===== src/rtl/io_input_conditioner_if.sv =====
// Board-pin side of the input conditioner: raw switch/button pins in,
// synchronised/debounced words and per-button edge pulses out.
interface io_input_conditioner_if #(
  parameter int N_SW  = 18,
  parameter int N_BTN = 4
);
  logic [N_SW-1:0]  sw_raw;
  logic [N_BTN-1:0] btn_raw;
  logic [31:0]      io_sw;
  logic [31:0]      io_btn;
  logic [N_BTN-1:0] btn_press;
  logic [N_BTN-1:0] btn_release;

  modport master (
    output sw_raw, btn_raw,
    input  io_sw, io_btn, btn_press, btn_release
  );
  modport slave (
    input  sw_raw, btn_raw,
    output io_sw, io_btn, btn_press, btn_release
  );
endinterface


===== src/rtl/io_input_conditioner.sv =====
// Two-flop synchronisers for all switches/buttons plus a per-button debounce
// counter; feeds the LSU input-mapped sw/btn words and press/release pulses.
module io_btn_debounce #(
  parameter int DB_CYCLES  = 500000,
  parameter bit ACTIVE_LOW = 1'b1
) (
  input  logic i_clk,
  input  logic i_rst_n,
  input  logic i_raw,
  output logic o_stable,
  output logic o_press,
  output logic o_release
);
  localparam int             CW      = $clog2(DB_CYCLES);
  localparam logic [CW-1:0]  CNT_MAX = CW'(DB_CYCLES - 1);

  logic          sync1_q, sync1_d;
  logic          sync2_q, sync2_d;
  logic          stable_q, stable_d;
  logic [CW-1:0] cnt_q, cnt_d;
  logic          press_q, press_d;
  logic          release_q, release_d;
  logic          btn_s;

  // Normalise to 1 = pressed after the synchroniser, never before it.
  assign btn_s = sync2_q ^ ACTIVE_LOW;

  always_comb begin
    sync1_d   = i_raw;
    sync2_d   = sync1_q;
    stable_d  = stable_q;
    cnt_d     = cnt_q;
    press_d   = 1'b0;
    release_d = 1'b0;
    if (btn_s == stable_q) begin
      cnt_d = '0;
    end else if (cnt_q == CNT_MAX) begin
      stable_d  = btn_s;
      cnt_d     = '0;
      press_d   = btn_s;
      release_d = ~btn_s;
    end else begin
      cnt_d = cnt_q + CW'(1);
    end
  end

  // Sync flops reset to the released pin level so reset release is not a press.
  always_ff @(posedge i_clk or negedge i_rst_n) begin
    if (!i_rst_n) begin
      sync1_q   <= ACTIVE_LOW;
      sync2_q   <= ACTIVE_LOW;
      stable_q  <= 1'b0;
      cnt_q     <= '0;
      press_q   <= 1'b0;
      release_q <= 1'b0;
    end else begin
      sync1_q   <= sync1_d;
      sync2_q   <= sync2_d;
      stable_q  <= stable_d;
      cnt_q     <= cnt_d;
      press_q   <= press_d;
      release_q <= release_d;
    end
  end

  assign o_stable  = stable_q;
  assign o_press   = press_q;
  assign o_release = release_q;
endmodule

module io_input_conditioner #(
  parameter int N_SW           = 18,
  parameter int N_BTN          = 4,
  parameter int DB_CYCLES      = 500000,
  parameter bit BTN_ACTIVE_LOW = 1'b1
) (
  input logic                   i_clk,
  input logic                   i_rst_n,
  io_input_conditioner_if.slave bus
);
  logic [N_SW-1:0]  sw_sync1_q, sw_sync1_d;
  logic [N_SW-1:0]  sw_sync2_q, sw_sync2_d;
  logic [N_BTN-1:0] btn_stable, btn_press, btn_release;

  always_comb begin
    sw_sync1_d = bus.sw_raw;
    sw_sync2_d = sw_sync1_q;
  end

  always_ff @(posedge i_clk or negedge i_rst_n) begin
    if (!i_rst_n) begin
      sw_sync1_q <= '0;
      sw_sync2_q <= '0;
    end else begin
      sw_sync1_q <= sw_sync1_d;
      sw_sync2_q <= sw_sync2_d;
    end
  end

  for (genvar g = 0; g < N_BTN; g++) begin : g_btn
    io_btn_debounce #(
      .DB_CYCLES  (DB_CYCLES),
      .ACTIVE_LOW (BTN_ACTIVE_LOW)
    ) u_db (
      .i_clk     (i_clk),
      .i_rst_n   (i_rst_n),
      .i_raw     (bus.btn_raw[g]),
      .o_stable  (btn_stable[g]),
      .o_press   (btn_press[g]),
      .o_release (btn_release[g])
    );
  end

  assign bus.io_sw       = 32'(sw_sync2_q);
  assign bus.io_btn      = 32'(btn_stable);
  assign bus.btn_press   = btn_press;
  assign bus.btn_release = btn_release;
endmodule


===== src/flat_wrapper.sv =====
// flat-port wrapper written by rule: the top's interface ports become plain ports
module io_input_conditioner_flat 
#(
  parameter int N_SW           = 18,
  parameter int N_BTN          = 4,
  parameter int DB_CYCLES      = 500000,
  parameter bit BTN_ACTIVE_LOW = 1'b1
)
  (i_clk, i_rst_n, bus_sw_raw, bus_btn_raw, bus_io_sw, bus_io_btn, bus_btn_press, bus_btn_release);
  io_input_conditioner_if #(.N_SW(N_SW), .N_BTN(N_BTN)) bus_i ();
  input logic i_clk;
  input logic i_rst_n;
  input wire logic [$bits(bus_i.sw_raw)-1:0] bus_sw_raw;
  input wire logic [$bits(bus_i.btn_raw)-1:0] bus_btn_raw;
  output wire logic [$bits(bus_i.io_sw)-1:0] bus_io_sw;
  output wire logic [$bits(bus_i.io_btn)-1:0] bus_io_btn;
  output wire logic [$bits(bus_i.btn_press)-1:0] bus_btn_press;
  output wire logic [$bits(bus_i.btn_release)-1:0] bus_btn_release;
  assign bus_i.sw_raw = bus_sw_raw;
  assign bus_i.btn_raw = bus_btn_raw;
  assign bus_io_sw = bus_i.io_sw;
  assign bus_io_btn = bus_i.io_btn;
  assign bus_btn_press = bus_i.btn_press;
  assign bus_btn_release = bus_i.btn_release;
  io_input_conditioner #(.N_SW(N_SW), .N_BTN(N_BTN), .DB_CYCLES(DB_CYCLES), .BTN_ACTIVE_LOW(BTN_ACTIVE_LOW)) u_core (.i_clk(i_clk), .i_rst_n(i_rst_n), .bus(bus_i));
endmodule

===== config.mk =====
export PLATFORM = sky130hd
export DESIGN_NAME = io_input_conditioner_flat
export DESIGN_NICKNAME = d
export VERILOG_FILES = /design/src/rtl/io_input_conditioner_if.sv /design/src/rtl/io_input_conditioner.sv /design/src/flat_wrapper.sv
export SDC_FILE = /design/constraint.sdc
export NUM_CORES = 1
export LEC_CHECK = 0
export ABC_AREA = 1
export CAP_MARGIN = 20
export CORE_ASPECT_RATIO = 1.5
export CORE_MARGIN = 2
export CORE_UTILIZATION = 40
export CTS_BUF_LIST = sky130_fd_sc_hd__clkbuf_8
export DETAILED_ROUTE_END_ITERATION = 7
export MAX_ROUTING_LAYER = met4
export PLACE_DENSITY = 0.74
export RECOVER_POWER = 100
export SETUP_SLACK_MARGIN = 0.2
export SKIP_CTS_REPAIR_TIMING = 1
export SLEW_MARGIN = 20
export SYNTH_ARGS = -nofsm -noshare
export SYNTH_HDL_FRONTEND = slang
export SYNTH_SLANG_ARGS = --single-unit

===== constraint.sdc =====
create_clock -name i_clk -period 1.2 [get_ports i_clk]
set_input_delay 0.18 -clock i_clk [delete_from_list [all_inputs] [get_ports i_clk]]
set_output_delay 0.18 -clock i_clk [all_outputs]
set_load 0.03 [all_outputs]

==> impl.org <==
** STA
- Transition at the pin with the smallest max-transition slack :: ~990 ps
- Setup repair after global routing missed its margin :: yes
- Post-route setup slack :: -162.7 ps
- After layout, the minimum clock period comes to 1363 ps.
- On the final layout, the worst hold slack is 271.9 ps.
- Max_slew headroom :: 33.87%
- Final critical-path share of the clock period :: 113.6%
- Final hold violation count :: 0
- The max-slew violation count is 0.
- Achievable Freq :: 0.7339 GHz
- Setup violations remaining at the end of the flow were counted as 68.
- Skew final :: 14.20 ps

** Clock tree
- Clock slew seen by the registers of the worst setup and hold paths :: 80 ps
- Total clock buffers created by CTS :: 17
- The longest clock path from root to sink contains 2 buffers.
- The clock reaches the later pin of the worst-skew pair after approximately 450 ps.
- The clock drives 132 sinks.
- Clock root buffer master :: sky130_fd_sc_hd__clkbuf_8
- CTS tree :: done
- The H-tree generated during clock tree synthesis spans 4 levels.

** Global route
- Initial antenna violation count :: 0
- Global-route met1 utilization :: 19.53%
- Busiest grt layer :: met2
- Global routing consumed, over all layers together, between 15 and 20% of the routing resources.
- The number of global-route vias before repair came to 5,146.
- Met3 usage in global routing :: 3.224%
- Leftover overflow at the end of global routing :: 0
- Met2 global-route usage :: 30.70%
- Global-route wire length before repair :: between 20,000 and 25,000 um
- Entering global routing, the biggest net connects 33 pins.

** Power and ir drop
- Total chip power :: 10.00 mW
- For this design the total switching power over the nets is 2.335 mW.
- Internal :: between 7 and 8 mW
- In this run the static leakage power is 4.200 nW.
- Switching power share of the total :: 23.35%
- The share of total power dissipated in sequential elements is between 40% and 50%.
- Power density relative to cell area :: 1049 nW/um^2
- Fraction of power consumed by the clock network :: a little under half
- Combinational logic is responsible for 7.8% of the overall power.
- VDD sags by at most 0.6936 mV.

** Finish
- Measured on the finished design, the core utilization comes to between 50% and 60%.
- Proportion of layout cells with a drive suffix above 1 :: 44.57%
- Relative area change from synthesis to final layout :: 47.24%
- Design Area, Final :: 9535 um^2
- Net count of the finished layout :: 983
- Number of diodes added for antenna fixing :: 0

** Detailed routing
- Post-route ant nets :: 0
- Number of optimization iterations in the first detailed-route pass :: 6
- Residual DRC count :: 0
- Wires add up to around 16,000 um.
- Per-cell routed wire length :: approximately 14 um
- After the first detailed-routing iteration, the DRC count stood at 302.
- The detailed router placed ~5,500 vias in this run.
- Ratio of routed vias to standard cells :: 4.709

** Logic synthesis
- In the post-synthesis netlist, the biggest area contributors are sky130_fd_sc_hd__dfrtp_1 48%, sky130_fd_sc_hd__nor2_1 11%, sky130_fd_sc_hd__nand2_1 7.0%.
- Yosys mapped the design onto 32 distinct sky130hd cell types.
- The top cell type by area accounts for 47.91% of the synthesized area.
- The share of the Yosys chip area taken by registers is around 50%.
- Syn avg cell area :: 8.400 um^2
- In this run, synthesis produced a sequential element count of 132.
- Yosys printed 0 warnings.
- The mapped netlist covers 6476 um^2.
- The biggest area contributor in the post-synthesis netlist is sky130_fd_sc_hd__dfrtp_1.
- The cell count after synthesis came out at 771.

** Worst hold path
- The path with the worst hold slack has its endpoint at u_core.g_btn[0].u_db.sync1_q.
- Along the worst hold path, the cell count comes to 1.
- Class of the worst hold path :: input port to flop
- Hold path startpoint :: bus_btn_raw[0]

** Status
- The flow ran to the end, but the final reports show violations.
- Failing checks :: negative setup slack

** Worst setup path
- The critical path starts at u_core.g_btn[2].u_db.cnt_q[6].
- Worst setup EP type :: flop
- Data arrival time at the worst-slack endpoint :: 1690 ps
- CP Launch Type :: flop
- The endpoint identified for the worst register-to-register timing path is u_core.g_btn[2].u_db.cnt_q[8].
- Along the worst path, the maximum fanout reaches 6.
- Origin of the critical flop-to-flop path :: u_core.g_btn[2].u_db.cnt_q[6]
- CP required :: about 1500 ps
- Reg2reg path depth :: 6
- By startpoint and endpoint, the worst setup path is classified as flop to flop.
- Worst reg-to-reg setup slack :: -160 ps

** Placed design
- Port-buffer cells :: 53
- Placed cell areas :: 7938 um^2
- Before CTS, the worst setup slack after placement is -149.5 ps.
- Post-detail-place hpwl :: 10,390 um
- At the end of routability-driven placement, the weighted congestion stood at 0.9169.

** Floorplan
- Core region area :: 16,050 um^2
- For this configuration, the core starts out at a cell density of approximately two fifths.
- Die area :: around 17,000 um^2
- Die Ht :: 159.8 um
- # rows :: 57
- IO Count :: 96
- Die Width :: between 100 and 150 um

** Run
- Across the run, the number of max-cap violations was 0.
[layout make-up]
| type | instances | area [um^2] |
|---|---|---|
| repair buffers | 181 | 1654 |
| well taps | 206 | 257.7 |
| clock buffers | 20 | 275.3 |
| fillers | 1265 | 6511 |
| multi-input cells | 546 | 3491 |
| inverters | 77 | 301.5 |
| flip-flops and latches | 132 | 3349 |
| clock inverters | 11 | 206.4 |
[cell families after synthesis]
| kind of cell | synth area share, % |
|---|---|
| flip-flops | 51.16 |
| buffers and inverters | 11.03 |
| adder cells (fa/ha/maj) | 0.7728 |
| AO/OA/AOI/OAI | 2.280 |
| AND/OR/NAND/NOR | 29.69 |
| XOR/XNOR | 5.004 |
| other | 0.05790 |
[sequential cells by signal (all words and copies together), names as in the netlist]
register,flops
u_core.g_btn.u_db.cnt_q,76
u_core.sw_sync1_q,18
u_core.sw_sync2_q,18
u_core.g_btn.u_db.o_press,4
u_core.g_btn.u_db.o_release,4
u_core.g_btn.u_db.o_stable,4
u_core.g_btn.u_db.sync1_q,4
u_core.g_btn.u_db.sync2_q,4
[placed cells by master (no fill, tap or decap), types with 2 or more instances in the layout]
| master | count |
|---|---|
| sky130_fd_sc_hd__nor2_1 | 131 |
| sky130_fd_sc_hd__buf_4 | 103 |
| sky130_fd_sc_hd__dfrtp_1 | 95 |
| sky130_fd_sc_hd__nand2_1 | 92 |
| sky130_fd_sc_hd__inv_1 | 59 |
| sky130_fd_sc_hd__buf_6 | 48 |
| sky130_fd_sc_hd__nor2_4 | 45 |
| sky130_fd_sc_hd__nor2_2 | 43 |
| sky130_fd_sc_hd__conb_1 | 42 |
| sky130_fd_sc_hd__nand3_1 | 33 |
| sky130_fd_sc_hd__dfrtp_2 | 29 |
| sky130_fd_sc_hd__nand2_2 | 26 |
| sky130_fd_sc_hd__dlygate4sd3_1 | 23 |
| sky130_fd_sc_hd__xor2_1 | 22 |
| sky130_fd_sc_hd__clkbuf_8 | 20 |
| sky130_fd_sc_hd__nand2_4 | 16 |
| sky130_fd_sc_hd__nand3_2 | 16 |
| sky130_fd_sc_hd__inv_2 | 14 |
| sky130_fd_sc_hd__a21oi_1 | 11 |
| sky130_fd_sc_hd__nand3_4 | 10 |
| sky130_fd_sc_hd__xnor2_1 | 8 |
| sky130_fd_sc_hd__nand4_1 | 7 |
| sky130_fd_sc_hd__o21ai_2 | 6 |
| sky130_fd_sc_hd__bufinv_16 | 6 |
| sky130_fd_sc_hd__dfstp_2 | 6 |
| sky130_fd_sc_hd__inv_4 | 5 |
| sky130_fd_sc_hd__nor3_2 | 5 |
| sky130_fd_sc_hd__nor3b_2 | 5 |
| sky130_fd_sc_hd__buf_12 | 5 |
| sky130_fd_sc_hd__xor2_2 | 4 |
| sky130_fd_sc_hd__a21oi_2 | 4 |
| sky130_fd_sc_hd__ha_4 | 4 |
| sky130_fd_sc_hd__o21ai_1 | 3 |
| sky130_fd_sc_hd__xnor2_2 | 3 |
| sky130_fd_sc_hd__clkinv_2 | 3 |
| sky130_fd_sc_hd__o21bai_1 | 2 |
| sky130_fd_sc_hd__and3_1 | 2 |
| sky130_fd_sc_hd__dfstp_1 | 2 |
[critical path, cell delays in order (launching register included)]
cell and delay [ps]:
sky130_fd_sc_hd__dfrtp_1 440, sky130_fd_sc_hd__nor2_1 120, sky130_fd_sc_hd__nand3_1 130, sky130_fd_sc_hd__nor2_4 200, sky130_fd_sc_hd__nand3_4 150, sky130_fd_sc_hd__nand2_4 140
sky130_fd_sc_hd__nor2_1 70
[layer usage]
metal  vias to the layer above  wire (um)  part of all wire (%)
met1                      2647       6005                    38
li1                       2663          -                     -
met5                         -          0                     0
met4                         0        492                   3.1
met3                        46        602                   3.8
met2                       168       8825                    55
[through the flow]
step | TNS, ps | cells
4_1_cts | -14610 | 1137
3_5_place_dp | -4895 | 1106
3_3_place_gp | -3420 | 1106
5_1_grt | -17180 | 1173
6_report | -5003 | 1173
2_1_floorplan | -96.62 | 812
[power groups by stage]
stage                     clock network, mW  registers [mW]  logic [mW]
after CTS                              4.66            4.63       0.702
after global routing                   4.90            4.66       0.854
after floorplan                           0            4.77       0.400
after global placement                    0            4.71       0.690
final                                  4.57            4.65       0.782
after detailed placement                  0            4.71       0.701
[cells in the mapped netlist]
library cell,number
sky130_fd_sc_hd__and3_1,2
sky130_fd_sc_hd__o21ai_0,7
sky130_fd_sc_hd__and2_0,1
sky130_fd_sc_hd__nor2_4,6
sky130_fd_sc_hd__o21ai_1,2
sky130_fd_sc_hd__nor3_1,3
sky130_fd_sc_hd__buf_4,54
sky130_fd_sc_hd__nand3b_1,1
sky130_fd_sc_hd__a21oi_1,15
sky130_fd_sc_hd__inv_2,3
sky130_fd_sc_hd__o22ai_1,2
sky130_fd_sc_hd__nand2_2,14
sky130_fd_sc_hd__and2_1,1
sky130_fd_sc_hd__ha_1,4
sky130_fd_sc_hd__nor3_2,2
sky130_fd_sc_hd__nand2_1,120
sky130_fd_sc_hd__inv_1,74
sky130_fd_sc_hd__nor2_1,195
sky130_fd_sc_hd__nand3_4,1
sky130_fd_sc_hd__nand4_1,7
sky130_fd_sc_hd__dfrtp_1,124
sky130_fd_sc_hd__conb_1,1
sky130_fd_sc_hd__xor2_1,26
sky130_fd_sc_hd__nor3b_1,5
sky130_fd_sc_hd__nand3_1,55
sky130_fd_sc_hd__xnor2_1,11
sky130_fd_sc_hd__o21bai_1,2
sky130_fd_sc_hd__nand2_4,1
sky130_fd_sc_hd__buf_2,4
sky130_fd_sc_hd__nor2_2,18
sky130_fd_sc_hd__nand3_2,2
sky130_fd_sc_hd__dfstp_2,8
[worst max-delay path by stage]
stage	endpoint	slack [ps]	depth (start not counted)
after global placement	u_core.g_btn[0].u_db.cnt_q[16]	-100	7
after detailed placement	u_core.g_btn[1].u_db.cnt_q[16]	-150	7
after floorplan	u_core.g_btn[0].u_db.cnt_q[17]	-10	8
after CTS	bus_io_sw[6]	-460	1
after global routing	u_core.g_btn[3].u_db.cnt_q[16]	-220	6
final	u_core.g_btn[2].u_db.cnt_q[8]	-160	6
Note: power is estimated with default switching activity, not from simulation.
